**config.mk**
```make
export PLATFORM = sky130hd
export DESIGN_NAME = mem_access
export DESIGN_NICKNAME = d
export VERILOG_FILES = /design/src/rtl/mem_access_pkg.sv /design/src/rtl/mem_access_load_align.sv /design/src/rtl/mem_access.sv
export SDC_FILE = /design/constraint.sdc
export NUM_CORES = 1
export LEC_CHECK = 0
export ABC_AREA = 1
export ABC_CLOCK_PERIOD_IN_PS = 1800
export BUFFER_PORTS_ARGS = -buffer_cell sky130_fd_sc_hd__clkbuf_2
export CAP_MARGIN = 20
export CORE_MARGIN = 2
export CORE_UTILIZATION = 55
export DETAILED_ROUTE_END_ITERATION = 8
export PLACE_DENSITY = 0.82
export SYNTH_ARGS = -nofsm -noshare
export SYNTH_HDL_FRONTEND = slang
export SYNTH_SLANG_ARGS = --single-unit
```
**constraint.sdc**
```tcl
create_clock -name clk -period 1.8 [get_ports clk]
set_input_delay 0.27 -clock clk [delete_from_list [all_inputs] [get_ports clk]]
set_output_delay 0.27 -clock clk [all_outputs]
set_load 0.005 [all_outputs]
```
**src/rtl/mem_access_pkg.sv**
```systemverilog
// Shared definitions for the load/store unit: region codes, IO addresses, funct3 encodings.
package mem_access_pkg;

  typedef enum logic [1:0] {
    RGN_NONE = 2'd0,
    RGN_DMEM = 2'd1,
    RGN_BIOS = 2'd2,
    RGN_IO   = 2'd3
  } region_e;

  localparam logic [2:0] F3_B  = 3'b000;
  localparam logic [2:0] F3_H  = 3'b001;
  localparam logic [2:0] F3_W  = 3'b010;
  localparam logic [2:0] F3_BU = 3'b100;
  localparam logic [2:0] F3_HU = 3'b101;

  localparam logic [31:0] IO_CYCLE_ADDR   = 32'h8000_0010;
  localparam logic [31:0] IO_INSTRET_ADDR = 32'h8000_0014;
  localparam logic [31:0] IO_CNT_CLR_ADDR = 32'h8000_0018;

  function automatic region_e decode_region(input logic [3:0] top);
    region_e rgn;
    casez (top)
      4'b00?1: rgn = RGN_DMEM;
      4'b0100: rgn = RGN_BIOS;
      4'b1000: rgn = RGN_IO;
      default: rgn = RGN_NONE;
    endcase
    return rgn;
  endfunction

  // funct3[1:0] carries the access width for both loads and stores.
  function automatic logic is_misaligned(input logic [2:0] f3, input logic [1:0] off);
    return ((f3[1:0] == 2'b01) && off[0]) || ((f3[1:0] == 2'b10) && (off != 2'b00));
  endfunction

endpackage

```
**src/rtl/mem_access_load_align.sv**
```systemverilog
// Load byte/halfword selection with sign or zero extension.
// Purely combinational; no latency, no backpressure.
module load_align
  import mem_access_pkg::*;
(
  input  logic [2:0]  i_funct3,
  input  logic [1:0]  i_offset,
  input  logic [31:0] i_word,
  output logic [31:0] o_data
);

  logic [7:0]  w_byte;
  logic [15:0] w_half;

  always_comb begin
    w_byte = i_word[{i_offset, 3'b000} +: 8];
    w_half = i_word[{i_offset[1], 4'b0000} +: 16];
    case (i_funct3)
      F3_B:    o_data = {{24{w_byte[7]}}, w_byte};
      F3_BU:   o_data = {24'h0, w_byte};
      F3_H:    o_data = {{16{w_half[15]}}, w_half};
      F3_HU:   o_data = {16'h0, w_half};
      default: o_data = i_word;
    endcase
  end

endmodule

```
**src/rtl/mem_access.sv**
```systemverilog
// Memory stage: DMEM/BIOS/IO access decode, store lane steering, load return, cycle/instret counters.
// Load data one cycle after the request edge; stall_i freezes the load stage and holds load_data_o.
module mem_access
  import mem_access_pkg::*;
#(
  parameter int DMEM_AW = 14,
  parameter int BIOS_AW = 12
) (
  input  logic               clk,
  input  logic               rst_n,
  input  logic               stall_i,
  input  logic               mem_valid_i,
  input  logic               mem_we_i,
  input  logic [2:0]         funct3_i,
  input  logic [31:0]        addr_i,
  input  logic [31:0]        store_data_i,
  input  logic               inst_retire_i,
  output logic               dmem_ena_o,
  output logic [3:0]         dmem_wea_o,
  output logic [DMEM_AW-1:0] dmem_addra_o,
  output logic [31:0]        dmem_dina_o,
  output logic               bios_enb_o,
  output logic [BIOS_AW-1:0] bios_addrb_o,
  input  logic [31:0]        dmem_douta_i,
  input  logic [31:0]        bios_doutb_i,
  output logic [31:0]        load_data_o,
  output logic               load_valid_o,
  output logic               misalign_o
);

  region_e     w_region;
  logic        w_misalign, w_req, w_load, w_store, w_clr;
  logic [3:0]  w_mask;
  logic [31:0] w_wdata, w_io_rdata, w_raw, w_aligned;

  region_e     r_region;
  logic        r_vld, r_misalign, r_held;
  logic [2:0]  r_funct3;
  logic [1:0]  r_off;
  logic [31:0] r_io_data, r_data_hold, r_cycle_cnt, r_instret_cnt;

  assign w_region   = decode_region(addr_i[31:28]);
  assign w_misalign = is_misaligned(funct3_i, addr_i[1:0]);
  // Reset gates the request so enables and write strobes are quiet while rst_n is low.
  assign w_req      = rst_n & mem_valid_i & ~stall_i;
  assign w_load     = w_req & ~mem_we_i & ~w_misalign;
  assign w_store    = w_req &  mem_we_i & ~w_misalign;
  assign w_clr      = w_store & (addr_i == IO_CNT_CLR_ADDR);

  always_comb begin
    w_mask  = 4'b1111;
    w_wdata = store_data_i;
    case (funct3_i[1:0])
      2'b00: begin
        w_mask  = 4'b0001 << addr_i[1:0];
        w_wdata = {4{store_data_i[7:0]}};
      end
      2'b01: begin
        w_mask  = 4'b0011 << addr_i[1:0];
        w_wdata = {2{store_data_i[15:0]}};
      end
      default: begin
      end
    endcase
  end

  assign dmem_ena_o   = (w_load | w_store) & (w_region == RGN_DMEM);
  assign dmem_wea_o   = (w_store && (w_region == RGN_DMEM)) ? w_mask : 4'b0000;
  assign dmem_addra_o = addr_i[DMEM_AW+1:2];
  assign dmem_dina_o  = w_wdata;
  assign bios_enb_o   = w_load & (w_region == RGN_BIOS);
  assign bios_addrb_o = addr_i[BIOS_AW+1:2];

  assign w_io_rdata = (addr_i == IO_CYCLE_ADDR)   ? r_cycle_cnt   :
                      (addr_i == IO_INSTRET_ADDR) ? r_instret_cnt : 32'h0;

  always_ff @(posedge clk or negedge rst_n) begin
    if (!rst_n) begin
      r_vld      <= 1'b0;
      r_misalign <= 1'b0;
      r_funct3   <= 3'b000;
      r_off      <= 2'b00;
      r_region   <= RGN_NONE;
      r_io_data  <= 32'h0;
    end else if (!stall_i) begin
      r_vld      <= w_load;
      r_misalign <= w_req & w_misalign;
      r_funct3   <= funct3_i;
      r_off      <= addr_i[1:0];
      r_region   <= w_region;
      r_io_data  <= w_io_rdata;
    end
  end

  always_comb begin
    case (r_region)
      RGN_DMEM: w_raw = dmem_douta_i;
      RGN_BIOS: w_raw = bios_doutb_i;
      RGN_IO:   w_raw = r_io_data;
      default:  w_raw = 32'h0;
    endcase
  end

  load_align u_load_align (
    .i_funct3 (r_funct3),
    .i_offset (r_off),
    .i_word   (w_raw),
    .o_data   (w_aligned)
  );

  // The RAM output is not trusted across a stall, so the first stalled cycle snapshots the result.
  always_ff @(posedge clk or negedge rst_n) begin
    if (!rst_n) begin
      r_held      <= 1'b0;
      r_data_hold <= 32'h0;
    end else begin
      r_held <= stall_i;
      if (!r_held) r_data_hold <= w_aligned;
    end
  end

  assign load_valid_o = r_vld;
  assign load_data_o  = !r_vld ? 32'h0 : (r_held ? r_data_hold : w_aligned);
  assign misalign_o   = r_misalign;

  always_ff @(posedge clk or negedge rst_n) begin
    if (!rst_n) begin
      r_cycle_cnt   <= 32'h0;
      r_instret_cnt <= 32'h0;
    end else if (w_clr) begin
      r_cycle_cnt   <= 32'h0;
      r_instret_cnt <= 32'h0;
    end else begin
      r_cycle_cnt <= r_cycle_cnt + 32'd1;
      if (inst_retire_i) r_instret_cnt <= r_instret_cnt + 32'd1;
    end
  end

endmodule

```
==> results of run 1 <==
-- worst min-delay path by stage --
| stage | startpoint | to | slack, ns | cells past startpoint |
|---|---|---|---|---|
| final | funct3_i[2] | r_funct3[2] | 0.05 | 3 |
| after global routing | funct3_i[2] | r_funct3[2] | 0.06 | 3 |
| after CTS | funct3_i[2] | r_funct3[2] | 0.05 | 3 |
| after detailed placement | rst_n | r_data_hold[11] | 0.39 | 2 |
| after global placement | rst_n | r_data_hold[11] | 0.38 | 2 |
| after floorplan | rst_n | load_valid_o | -0.03 | 0 |
-- sequential cells by signal, summed over array words and instances (netlist names) --
signal         cells
misalign_o         1
r_region           2
r_funct3           3
r_data_hold       32
r_off              2
r_cycle_cnt       32
r_io_data         32
r_held             1
load_valid_o       1
r_instret_cnt     32
-- layout make-up --
cell class | count | area [um2]
Multi-Input combinational cell | 1097 | 5448
Timing Repair Buffer | 368 | 2455
Clock buffer | 20 | 456.7
Inverter | 131 | 501.7
Sequential cell | 138 | 3455
Tap cell | 225 | 281.5
Fill cell | 1444 | 4531
Clock inverter | 11 | 168.9
-- cell families (layout without fill, tap and decap cells) --
logic type,after synthesis,in the layout
simple gates,955,955
buf+inv,237,530
flops,138,138
compound gates,115,115
xor+xnor,25,25
fa+ha+maj,2,2
-- metal layers --
metal,GRT usage [%],wire (um),vias to the layer above
li1,-,-,5320
met1,50.12,14210,5291
met2,55.56,15410,664
met3,7.852,3325,130
met4,14.89,1506,0
met5,0,0,-
-- Yosys cell counts (8+ instances only) --
cell type / count / area (um2)
sky130_fd_sc_hd__o21ai_0: 25 / 125.1
sky130_fd_sc_hd__dfrtp_1: 138 / 3453
sky130_fd_sc_hd__nand3_2: 9 / 90.09
sky130_fd_sc_hd__xor2_1: 18 / 157.7
sky130_fd_sc_hd__nand3_1: 213 / 1066
sky130_fd_sc_hd__nand2_2: 9 / 56.30
sky130_fd_sc_hd__inv_1: 119 / 446.7
sky130_fd_sc_hd__buf_2: 20 / 100.1
sky130_fd_sc_hd__nor3_1: 38 / 190.2
sky130_fd_sc_hd__inv_2: 8 / 30.03
sky130_fd_sc_hd__o21ai_1: 15 / 75.07
sky130_fd_sc_hd__nor2_1: 139 / 521.8
sky130_fd_sc_hd__clkbuf_1: 32 / 120.1
sky130_fd_sc_hd__or2_2: 18 / 112.6
sky130_fd_sc_hd__nand2_1: 465 / 1745
sky130_fd_sc_hd__buf_6: 11 / 123.9
sky130_fd_sc_hd__nand4_1: 47 / 294.0
sky130_fd_sc_hd__a21oi_1: 47 / 235.2
sky130_fd_sc_hd__buf_4: 43 / 322.8
-- timing repair --
item,in CTS,in global routing
pin swaps,3,3
setup endpoints to repair,33,53
gates cloned,1,0
gates resized for setup,26,87
hold endpoints to repair,39,0
setup buffers,2,2
hold buffers,1,0
-- critical path: cells and delay by family (launching register included) --
family,cells,cell delay (ns)
DFF,1,0.46
AOI/OAI and AO/OA,3,0.47
and+or+nand+nor,3,0.35
buffers and inverters,3,0.44
-- power by group through the flow --
stage	registers (mW)	logic [mW]	clock network [mW]
6_report	3.47	2.20	3.78
5_1_grt	3.48	2.39	3.92
4_1_cts	3.45	2.06	3.79
3_5_place_dp	3.50	2.00	0
3_3_place_gp	3.49	1.97	0
2_1_floorplan	3.47	1.10	0
==> run_results.csv, run 1 <==
group,metric,value,unit
pwr,power_frac_seq,36.7,%
die,ioPinCount,235,
logic_synthesis,synth_ff_type,"sky130_fd_sc_hd__dfrtp_1",
clocking,clock-sinks,138,
logic_synthesis,synth_top_family_by_area,"simple AND/OR/NAND/NOR gates",
global_route,grt_antenna_before_repair,0,
die,die_h,137.1,um
place,place_hpwl,25620,um
layout,antenna-diode-count,0,
clocking,clock_tree.htree_level_count,4,
clocking,tritoncts,"built",
logic_synthesis,postSynthNetCount,1611,
critical_path,crit_end,"load_data_o[1]",
critical_path,crit-reg2reg-launch,"r_region[1]",
hold_path,worstHoldPathType,"in -> reg",
clocking,clockRootBuffer,"sky130_fd_sc_hd__clkbuf_16",
outcome,violated_checks,"setup timing",
timing,fin_ws,-0.6258,ns
timing,maxClockFrequency,0.4122,GHz
place,dp.cells,1953,
pwr,vdd_ir_drop_max,0.0006779,V
timing,grt_setup_unrepaired,"true",
logic_synthesis,yosys.area_share.xor_xnor,2.247,%
timing,timing_hold_violations_final,0,
timing,timing.setup.tns,-17.49,ns
die,floorplan.die_area,0.01880,mm2
critical_path,path_cells,"buf_6 > buf_4 > nand3_1 > nand4_1 > a21oi_1 > o21ai_1 > o21ai_1 > nor2_1 > buf_2",
logic_synthesis,synthArstFlopShare,100.0,%
place,preCtsSetupSlack,-0.1775,ns
die,fp-row-count,48,
layout,final_cell_mix,"sky130_fd_sc_hd__nand2_1 (440), sky130_fd_sc_hd__clkbuf_2 (213), sky130_fd_sc_hd__nand3_1 (191), sky130_fd_sc_hd__dfrtp_1 (137), sky130_fd_sc_hd__nor2_1 (126)",
critical_path,critical_path.reg2reg.endpoint,"r_data_hold[5]",
pwr,p_switching,2.840,mW
layout,final_common_cell,"sky130_fd_sc_hd__nand2_1",
drt,drc,0,
drt,dr_iter_0_viols,1226,
logic_synthesis,synthMuxAreaShare,0,%
timing,timing.final.crit_share,134.8,%
critical_path,reg2reg_slack,-0.02,ns
layout,final_core_utilization,73.81,%
global_route,grt_start_max_net_pins,100,
pwr,static-leakage-power,6.964,nW
logic_synthesis,synthesized_area_fraction_occupied_by_and_or_nand_nor_cells,43.36,%
timing,final.hold.worst_slack,0.05394,ns
timing,setup_viols_final,33,
pwr,power.share.clock,40.0,%
critical_path,cpPeakStageDelay,0.46,ns
global_route,via_count_of_the_first_global_routing_pass,10220,
clocking,clk_pin_slew_worst_paths,0.06,ns
logic_synthesis,netlist-cell-type-count,42,
pwr,pwr_density_cell,740.0,mW/mm2
timing,crit_path_time_final,2.426,ns
logic_synthesis,post_synth_fa_ha_maj_area_fraction,0.2568,%
timing,fin_skew,0.01268,ns
layout,final_cell_count_no_fill,1990,
layout,final_design_area_no_fill,0.01277,mm2
clocking,clock_path_buffers,2,
critical_path,crit_path_end_kind,"output pin",
drt,drt-vias-per-instance,5.731,
flow_run,drv.max_cap_violation_count,0,
logic_synthesis,postSynthCellCount,1472,
drt,ant_nets,0,
critical_path,critical_path.startpoint,"r_region[0]",
critical_path,path_class,"reg -> out",
timing,slew_viol_final,0,
drt,wl_per_cell,17.31,um
pwr,report.power.total,9.446,mW
global_route,grt_use_total,36.36,%
clocking,cts_buffers,17,
logic_synthesis,synth-edff-count,0,
drt,final_wl,34450,um
timing,max_slew_margin,61.07,%
layout,design.final.nets,1892,
global_route,grt_first_pass_wirelength,52740,um
die,chipWidth,137.1,um
critical_path,critical-path-slowest-cell,"sky130_fd_sc_hd__dfrtp_2",
place,numPortBuffers,234,
logic_synthesis,synth_area_per_cell,6.621,um2
global_route,grt_remaining_overflow,0,
logic_synthesis,synth_seq_area_share,35.43,%
drt,dr_total_vias,11410,
die,floorplan.core_area,0.01730,mm2
place,gp_routability_congestion,1.050,
die,initial_core_util,56.34,%
critical_path,cp_max_fo,6,
pwr,switching_share,30.06,%
layout,area_growth,30.99,%
pwr,p_int,6.606,mW
logic_synthesis,ys_ff_latch,138,
timing,worstMarginPinSlew,0.5840,ns
critical_path,worstPathArrival,2.16,ns
place,dpl-instance-area,0.01176,mm2
pwr,comb_power_share,23.3,%
critical_path,timing.critical_path.required,1.53,ns
logic_synthesis,synth_compound_gate_area_share,6.792,%
outcome,status,"finished, violations left",
critical_path,worst_r2r_path_depth,13,
clocking,clock_insertion_delay_worst_skew,0.44,ns
critical_path,worst_path_most_repeated_cell,"sky130_fd_sc_hd__o21ai_1",
drt,drt_pre_antenna_iters,6,
logic_synthesis,yosys_warnings,0,
layout,ratio_of_cells_with_drive_above_1_in_the_final_layout,30.42,%
logic_synthesis,syn_area,0.009746,mm2
critical_path,critPathLaunchType,"flip-flop",
Note: power is estimated with default switching activity, not from simulation.
==> run 2, diff against run 1 <==
--- a/config.mk
+++ b/config.mk
@@ -5,14 +5,13 @@
 export SDC_FILE = /design/constraint.sdc
 export NUM_CORES = 1
 export LEC_CHECK = 0
-export ABC_AREA = 1
 export ABC_CLOCK_PERIOD_IN_PS = 1800
-export BUFFER_PORTS_ARGS = -buffer_cell sky130_fd_sc_hd__clkbuf_2
+export BUFFER_PORTS_ARGS = -buffer_cell sky130_fd_sc_hd__buf_2
 export CAP_MARGIN = 20
 export CORE_MARGIN = 2
-export CORE_UTILIZATION = 55
+export CORE_UTILIZATION = 50
 export DETAILED_ROUTE_END_ITERATION = 8
-export PLACE_DENSITY = 0.82
+export PLACE_DENSITY = 0.77
 export SYNTH_ARGS = -nofsm -noshare
 export SYNTH_HDL_FRONTEND = slang
 export SYNTH_SLANG_ARGS = --single-unit
==> run_results.csv, run 2 <==
group,metric,value,unit
clocking,clk_pin_slew_worst_paths,0.06,ns
layout,sequential_cell_area,0.003456,mm2
global_route,via_count_of_the_first_global_routing_pass,8374,
logic_synthesis,synth_largest_area_cell,"sky130_fd_sc_hd__dfrtp_1",
hold_path,worstHoldPathType,"in -> async",
outcome,violated_checks,"hold timing, setup timing",
drt,final_wl,30870,um
layout,multiInputGateArea,0.005099,mm2
critical_path,worstPathArrival,2.79,ns
die,fp-row-count,47,
clocking,tritoncts,"built",
clocking,clock-sinks,138,
place,numPortBuffers,234,
logic_synthesis,postSynthCellCount,901,
timing,fin_ws,-1.262,ns
die,chipWidth,134.0,um
critical_path,path_class,"reg -> out",
drt,route.layer.met1.wl,12060,um
layout,ratio_of_cells_with_drive_above_1_in_the_final_layout,45.51,%
critical_path,cp.buffers_inverters,3,
drt,drt_pre_antenna_iters,5,
critical_path,timing.critical_path.required,1.53,ns
layout,final_cell_mix,"sky130_fd_sc_hd__buf_2 (228), sky130_fd_sc_hd__dfrtp_1 (136), sky130_fd_sc_hd__buf_4 (126), sky130_fd_sc_hd__nand2_1 (90), sky130_fd_sc_hd__nor2_1 (76)",
timing,final.hold.worst_slack,-0.01984,ns
die,initial_core_util,51.15,%
layout,final_common_cell,"sky130_fd_sc_hd__buf_2",
logic_synthesis,synth-edff-count,0,
drt,ant_nets,0,
logic_synthesis,ys_top_cells_by_count,"sky130_fd_sc_hd__dfrtp_1 (138), sky130_fd_sc_hd__nand2_1 (90), sky130_fd_sc_hd__nor2_1 (77)",
critical_path,critical-path-slowest-cell,"sky130_fd_sc_hd__mux4_2",
timing,worstMarginPinSlew,0.6213,ns
drt,drc,0,
critical_path,cpPeakStageDelay,0.53,ns
drt,routed-wl-met3,2211,um
logic_synthesis,syn_area,0.008452,mm2
clocking,cts_buffers,17,
critical_path,worst_path_most_repeated_cell,"sky130_fd_sc_hd__buf_6",
timing,timing.setup.tns,-51.28,ns
global_route,grt_antenna_before_repair,0,
logic_synthesis,netlist-cell-type-count,52,
global_route,grt_start_max_net_pins,119,
drt,detailroute.wirelength.met2,15010,um
logic_synthesis,yosys_warnings,0,
die,ioPinCount,235,
drt,dr_iter_0_viols,855,
logic_synthesis,yosys.cell_count.top_type,"sky130_fd_sc_hd__dfrtp_1",
logic_synthesis,yosys-top-cells-area,"sky130_fd_sc_hd__dfrtp_1 (41%), sky130_fd_sc_hd__mux2i_1 (7.6%), sky130_fd_sc_hd__mux2_2 (4.5%)",
place,gp_routability_congestion,0.8886,
flow_run,drv.max_cap_violation_count,0,
layout,area_growth,43.82,%
drt,wl_per_cell,21.20,um
logic_synthesis,synthArstFlopShare,100.0,%
logic_synthesis,synth_ff_type,"sky130_fd_sc_hd__dfrtp_1",
outcome,status,"finished, violations left",
timing,maxClockFrequency,0.3266,GHz
timing,timing_hold_violations_final,11,
clocking,clock_path_buffers,2,
timing,grt_setup_unrepaired,"true",
global_route,grt_use_total,32.20,%
pwr,static-leakage-power,5.517,nW
die,floorplan.core_area,0.01652,mm2
layout,design.final.nets,1361,
timing,max_slew_margin,58.58,%
die,floorplan.die_area,0.01796,mm2
critical_path,crit_path_end_kind,"output pin",
place,place_hpwl,20070,um
critical_path,cp_top_family,"multiplexers",
drt,drt-vias-per-instance,6.008,
pwr,pwr_density_cell,786.3,mW/mm2
drt,dr_total_vias,8747,
logic_synthesis,ys_ff_latch,138,
layout,fillCellCount,1058,
pwr,vdd_ir_drop_max,0.0008202,V
critical_path,critPathLaunchType,"flip-flop",
timing,setup_viols_final,66,
die,die_h,134.0,um
critical_path,cp_max_fo,9,
drt,maxUsedRoutingLayer,"met4",
timing,timing.final.crit_share,170.1,%
clocking,clockRootBuffer,"sky130_fd_sc_hd__clkbuf_16",
timing,fin_skew,0.01341,ns
logic_synthesis,postSynthNetCount,1040,
clocking,clock_tree.htree_level_count,4,
critical_path,crit-reg2reg-launch,"r_region[1]",
global_route,grt_remaining_overflow,0,
global_route,grt_first_pass_wirelength,45150,um
logic_synthesis,synth.top_cell.area_share,40.86,%
timing,slew_viol_final,0,
critical_path,path_cells,"buf_6 > mux2_4 > mux4_2 > a221oi_4 > buf_6 > a2bb2oi_1 > and2_1 > buf_2",
clocking,clock_insertion_delay_worst_skew,0.44,ns
timing,crit_path_time_final,3.062,ns
logic_synthesis,synth_seq_area_share,40.86,%
critical_path,critical_path.startpoint,"r_region[1]",
logic_synthesis,synth_area_per_cell,9.381,um2
[run 2: per-stage QoR]
stage / cell area, um2 / power [mW] / utilization (%) / cells / setup slack [ns]
6_report: 12160 / 9.558 / 73.56 / 1456 / -1.262
5_1_grt: 12150 / 9.844 / 73.54 / 1455 / -1.330
4_1_cts: 11680 / 9.208 / 70.67 / 1443 / -1.195
3_5_place_dp: 10470 / 5.208 / 63.37 / 1386 / -0.7470
3_3_place_gp: 10470 / 5.164 / 63.37 / 1386 / -0.6989
2_1_floorplan: 8571 / 4.403 / - / 901 / -0.5821
[run 2: cell type report]
cell class	count	share of cell area, %
diodes	1	0.02059
clock buffers	17	3.500
clock inverters	15	1.750
inverters	16	0.4941
multi-input cells	658	41.95
flip-flops and latches	138	28.43
well taps	220	2.265
repair buffers	391	21.60
[run 2: kinds of logic after synthesis]
logic type	after synthesis	share of synthesized area [%]
AND/OR/NAND/NOR	328	19.23
adder cells (fa/ha/maj)	2	0.2960
XOR/XNOR	53	5.492
multiplexers	101	12.78
flip-flops	138	40.86
AO/OA/AOI/OAI	174	15.03
buffers and inverters	105	6.321
[run 2: worst paths after layout]
kind,endpoint,slack (ns),cells past startpoint
worst max-delay path,load_data_o[16],-1.26,8
worst min-delay path,r_region[1],-0.02,2
worst max register to register,r_data_hold[3],-0.56,10
worst min register to register,r_cycle_cnt[0],0.49,1
max in group asynchronous,r_data_hold[17],1.05,3
min in group clk,r_funct3[2],0.08,2
[run 2: per-layer routing]
metal | vias to the layer above | global-route usage, %
met4 | 0 | 16.37
li1 | 3833 | -
met1 | 4309 | 41.09
met5 | - | 0
met3 | 139 | 7.067
met2 | 466 | 51.79
[run 2: timing repair]
| action | 4_1_cts | 5_1_grt |
|---|---|---|
| endpoints found under the hold margin | 20 | 0 |
| pin swaps | 28 | 35 |
| setup buffers | 22 | 14 |
| hold buffers | 1 | 0 |
| setup endpoints to repair | 66 | 90 |
| resized for setup | 66 | 74 |
| cloned | 3 | 0 |
[run 2: power by group]
part           internal, mW  leakage [nW]  switching, mW
logic                  1.11          3.50           1.18
registers              3.29          1.72          0.140
clock network          2.35         0.300           1.49
total                  6.75          5.52           2.81
==> run 3, diff against run 2 <==
--- a/config.mk
+++ b/config.mk
@@ -5,12 +5,13 @@
 export SDC_FILE = /design/constraint.sdc
 export NUM_CORES = 1
 export LEC_CHECK = 0
-export ABC_CLOCK_PERIOD_IN_PS = 1800
+export ABC_CLOCK_PERIOD_IN_PS = 2900
 export BUFFER_PORTS_ARGS = -buffer_cell sky130_fd_sc_hd__buf_2
 export CAP_MARGIN = 20
 export CORE_MARGIN = 2
 export CORE_UTILIZATION = 50
 export DETAILED_ROUTE_END_ITERATION = 8
+export GPL_TIMING_DRIVEN = 0
 export PLACE_DENSITY = 0.77
 export SYNTH_ARGS = -nofsm -noshare
 export SYNTH_HDL_FRONTEND = slang
==> constraint.sdc (replaced) <==
create_clock -name clk -period 2.9 [get_ports clk]
set_input_delay 0.435 -clock clk [delete_from_list [all_inputs] [get_ports clk]]
set_output_delay 0.435 -clock clk [all_outputs]
set_load 0.005 [all_outputs]
==> run_results.csv, run 3 (synthesis results as in run 2) <==
group,metric,value,unit
outcome,status,"finished, violations left",
outcome,violated_checks,"setup timing",
timing,timing_hold_violations_final,0,
drt,drt-vias-per-instance,5.812,
global_route,grt_use_total,30.67,%
timing,slew_viol_final,0,
global_route,grt_start_max_net_pins,101,
die,die_h,134.0,um
drt,ant_nets,0,
pwr,pwr_density_cell,512.3,mW/mm2
timing,max_slew_margin,34.80,%
pwr,power.share.clock,43.1,%
drt,wl_per_cell,20.03,um
clocking,clockRootBuffer,"sky130_fd_sc_hd__clkbuf_16",
pwr,vdd_ir_drop_max,0.0005465,V
timing,fin_ws,-0.3669,ns
die,floorplan.die_area,0.01796,mm2
critical_path,timing.critical_path.required,2.47,ns
layout,design.final.nets,1315,
timing,fin_skew,0.005105,ns
critical_path,worstPathArrival,2.83,ns
timing,worstMarginPinSlew,0.9699,ns
drt,drc,0,
timing,maxClockFrequency,0.3061,GHz
clocking,clock_tree.htree_level_count,4,
drt,final_wl,28220,um
flow_run,drv.max_cap_violation_count,0,
pwr,power_frac_seq,37.4,%
clocking,clock_path_buffers,2,
place,place_hpwl,20590,um
layout,ratio_of_cells_with_drive_above_1_in_the_final_layout,36.67,%
critical_path,crit_path_end_kind,"output pin",
clocking,cts_buffers,17,
clocking,clock-sinks,138,
drt,dr_iter_0_viols,749,
global_route,grt_first_pass_wirelength,42890,um
die,initial_core_util,51.15,%
pwr,p_int,4.223,mW
layout,area_growth,33.56,%
die,fp-row-count,47,
pwr,static-leakage-power,5.081,nW
global_route,via_count_of_the_first_global_routing_pass,8069,
place,preCtsSetupSlack,-0.1722,ns
place,numPortBuffers,231,
layout,antenna-diode-count,0,
hold_path,worstHoldPathType,"in -> reg",
timing,timing.final.crit_share,112.7,%
layout,final_common_cell,"sky130_fd_sc_hd__buf_2",
timing,grt_setup_unrepaired,"true",
critical_path,path_class,"reg -> out",
place,gp_routability_congestion,0.9317,
clocking,tritoncts,"built",
critical_path,cp_max_fo,7,
drt,dr_total_vias,8189,
critical_path,critPathLaunchType,"flip-flop",
timing,crit_path_time_final,3.267,ns
pwr,switching_share,26.98,%
timing,timing.setup.tns,-8.395,ns
timing,setup_viols_final,32,
pwr,comb_power_share,19.6,%
die,ioPinCount,235,
global_route,grt_remaining_overflow,0,
global_route,grt_antenna_before_repair,0,
die,chipWidth,134.0,um
pwr,p_switching,1.560,mW
clocking,clock_insertion_delay_worst_skew,0.43,ns
layout,final_cell_mix,"sky130_fd_sc_hd__buf_2 (227), sky130_fd_sc_hd__dfrtp_1 (137), sky130_fd_sc_hd__nand2_1 (90), sky130_fd_sc_hd__nor2_1 (77), sky130_fd_sc_hd__mux2i_1 (63)",
drt,drt_pre_antenna_iters,5,
die,floorplan.core_area,0.01652,mm2
clocking,clk_pin_slew_worst_paths,0.05,ns
## run 3: changes by cell type in the layout (fill, tap and decap cells not counted), sizes merged
cell,previous run,this run
clkbuf,17,67
bufinv,4,6
inv,21,16
diode,1,0
buf,390,298
clkinvlp,4,0
clkinv,2,5
## run 3: routing by layer
metal  vias to the layer above  GRT usage, %  part of all wire [%]
met2                       371         49.80                    49
met4                         0         12.87                   4.0
met5                         -             0                     0
met1                      3986         40.18                    40
met3                        97         6.311                   6.9
li1                       3735             -                     -
## run 3: through the flow
stage / hold WS [ns] / std cells / util, % / instance area (um2) / total power, mW
4_1_cts: 0.1610 / 1404 / 66.81 / 11040 / 5.692
5_1_grt: 0.1669 / 1409 / 68.31 / 11290 / 5.976
6_report: 0.1729 / 1409 / 68.31 / 11290 / 5.783
2_1_floorplan: 0.1394 / 901 / - / 8452 / 2.710
3_5_place_dp: 0.3712 / 1353 / 60.05 / 9923 / 3.113
3_3_place_gp: 0.4554 / 1352 / 59.81 / 9883 / 3.087
## run 3: repair_timing
| item | CTS | global route |
|---|---|---|
| hold endpoints to repair | 38 | 0 |
| endpoints found under the setup margin | 32 | 32 |
| setup buffers | 18 | 6 |
| resized for setup | 74 | 37 |
| pin swaps | 24 | 12 |
| hold buffers | 1 | 0 |
| gates cloned | 1 | 0 |
## run 3: final timing paths
path | slack, ns | start | cells after the start | end
min | 0.17 | stall_i | 1 | r_held
min in group asynchronous | 0.48 | rst_n | 2 | r_data_hold[28]
max | -0.37 | r_region[1] | 8 | load_data_o[12]
max reg2reg | 0.33 | r_region[1] | 9 | r_data_hold[25]
max in group asynchronous | 1.60 | rst_n | 3 | r_io_data[23]
min reg2reg | 0.48 | r_io_data[13] | 2 | r_io_data[13]
## run 3: worst max-delay path, cell delays in order (launching register included)
cell	delay, ns
sky130_fd_sc_hd__dfrtp_1	0.41
sky130_fd_sc_hd__buf_6	0.14
sky130_fd_sc_hd__mux2_4	0.29
sky130_fd_sc_hd__mux4_2	0.56
sky130_fd_sc_hd__a221oi_4	0.37
sky130_fd_sc_hd__buf_6	0.23
sky130_fd_sc_hd__a21oi_4	0.08
sky130_fd_sc_hd__and2_1	0.18
sky130_fd_sc_hd__buf_2	0.13
## run 3: cell type report
cell class	instances	area (um2)
buffer	88	551.8
clock buffer	21	460.4
timing repair buffer	257	1421
multi-input combinational	658	4848
tap	220	275.3
clock inverter	11	216.5
sequential	138	3455
inverter	16	60.06
fill	1241	5236
## run 3: power by group through the flow
stage	Combinational, mW	Sequential, mW	Clock, mW
floorplan	0.558	2.15	0
global route	1.22	2.17	2.59
global placement	0.911	2.18	0
detailed placement	0.933	2.18	0
CTS	1.04	2.15	2.50
finish	1.13	2.16	2.49
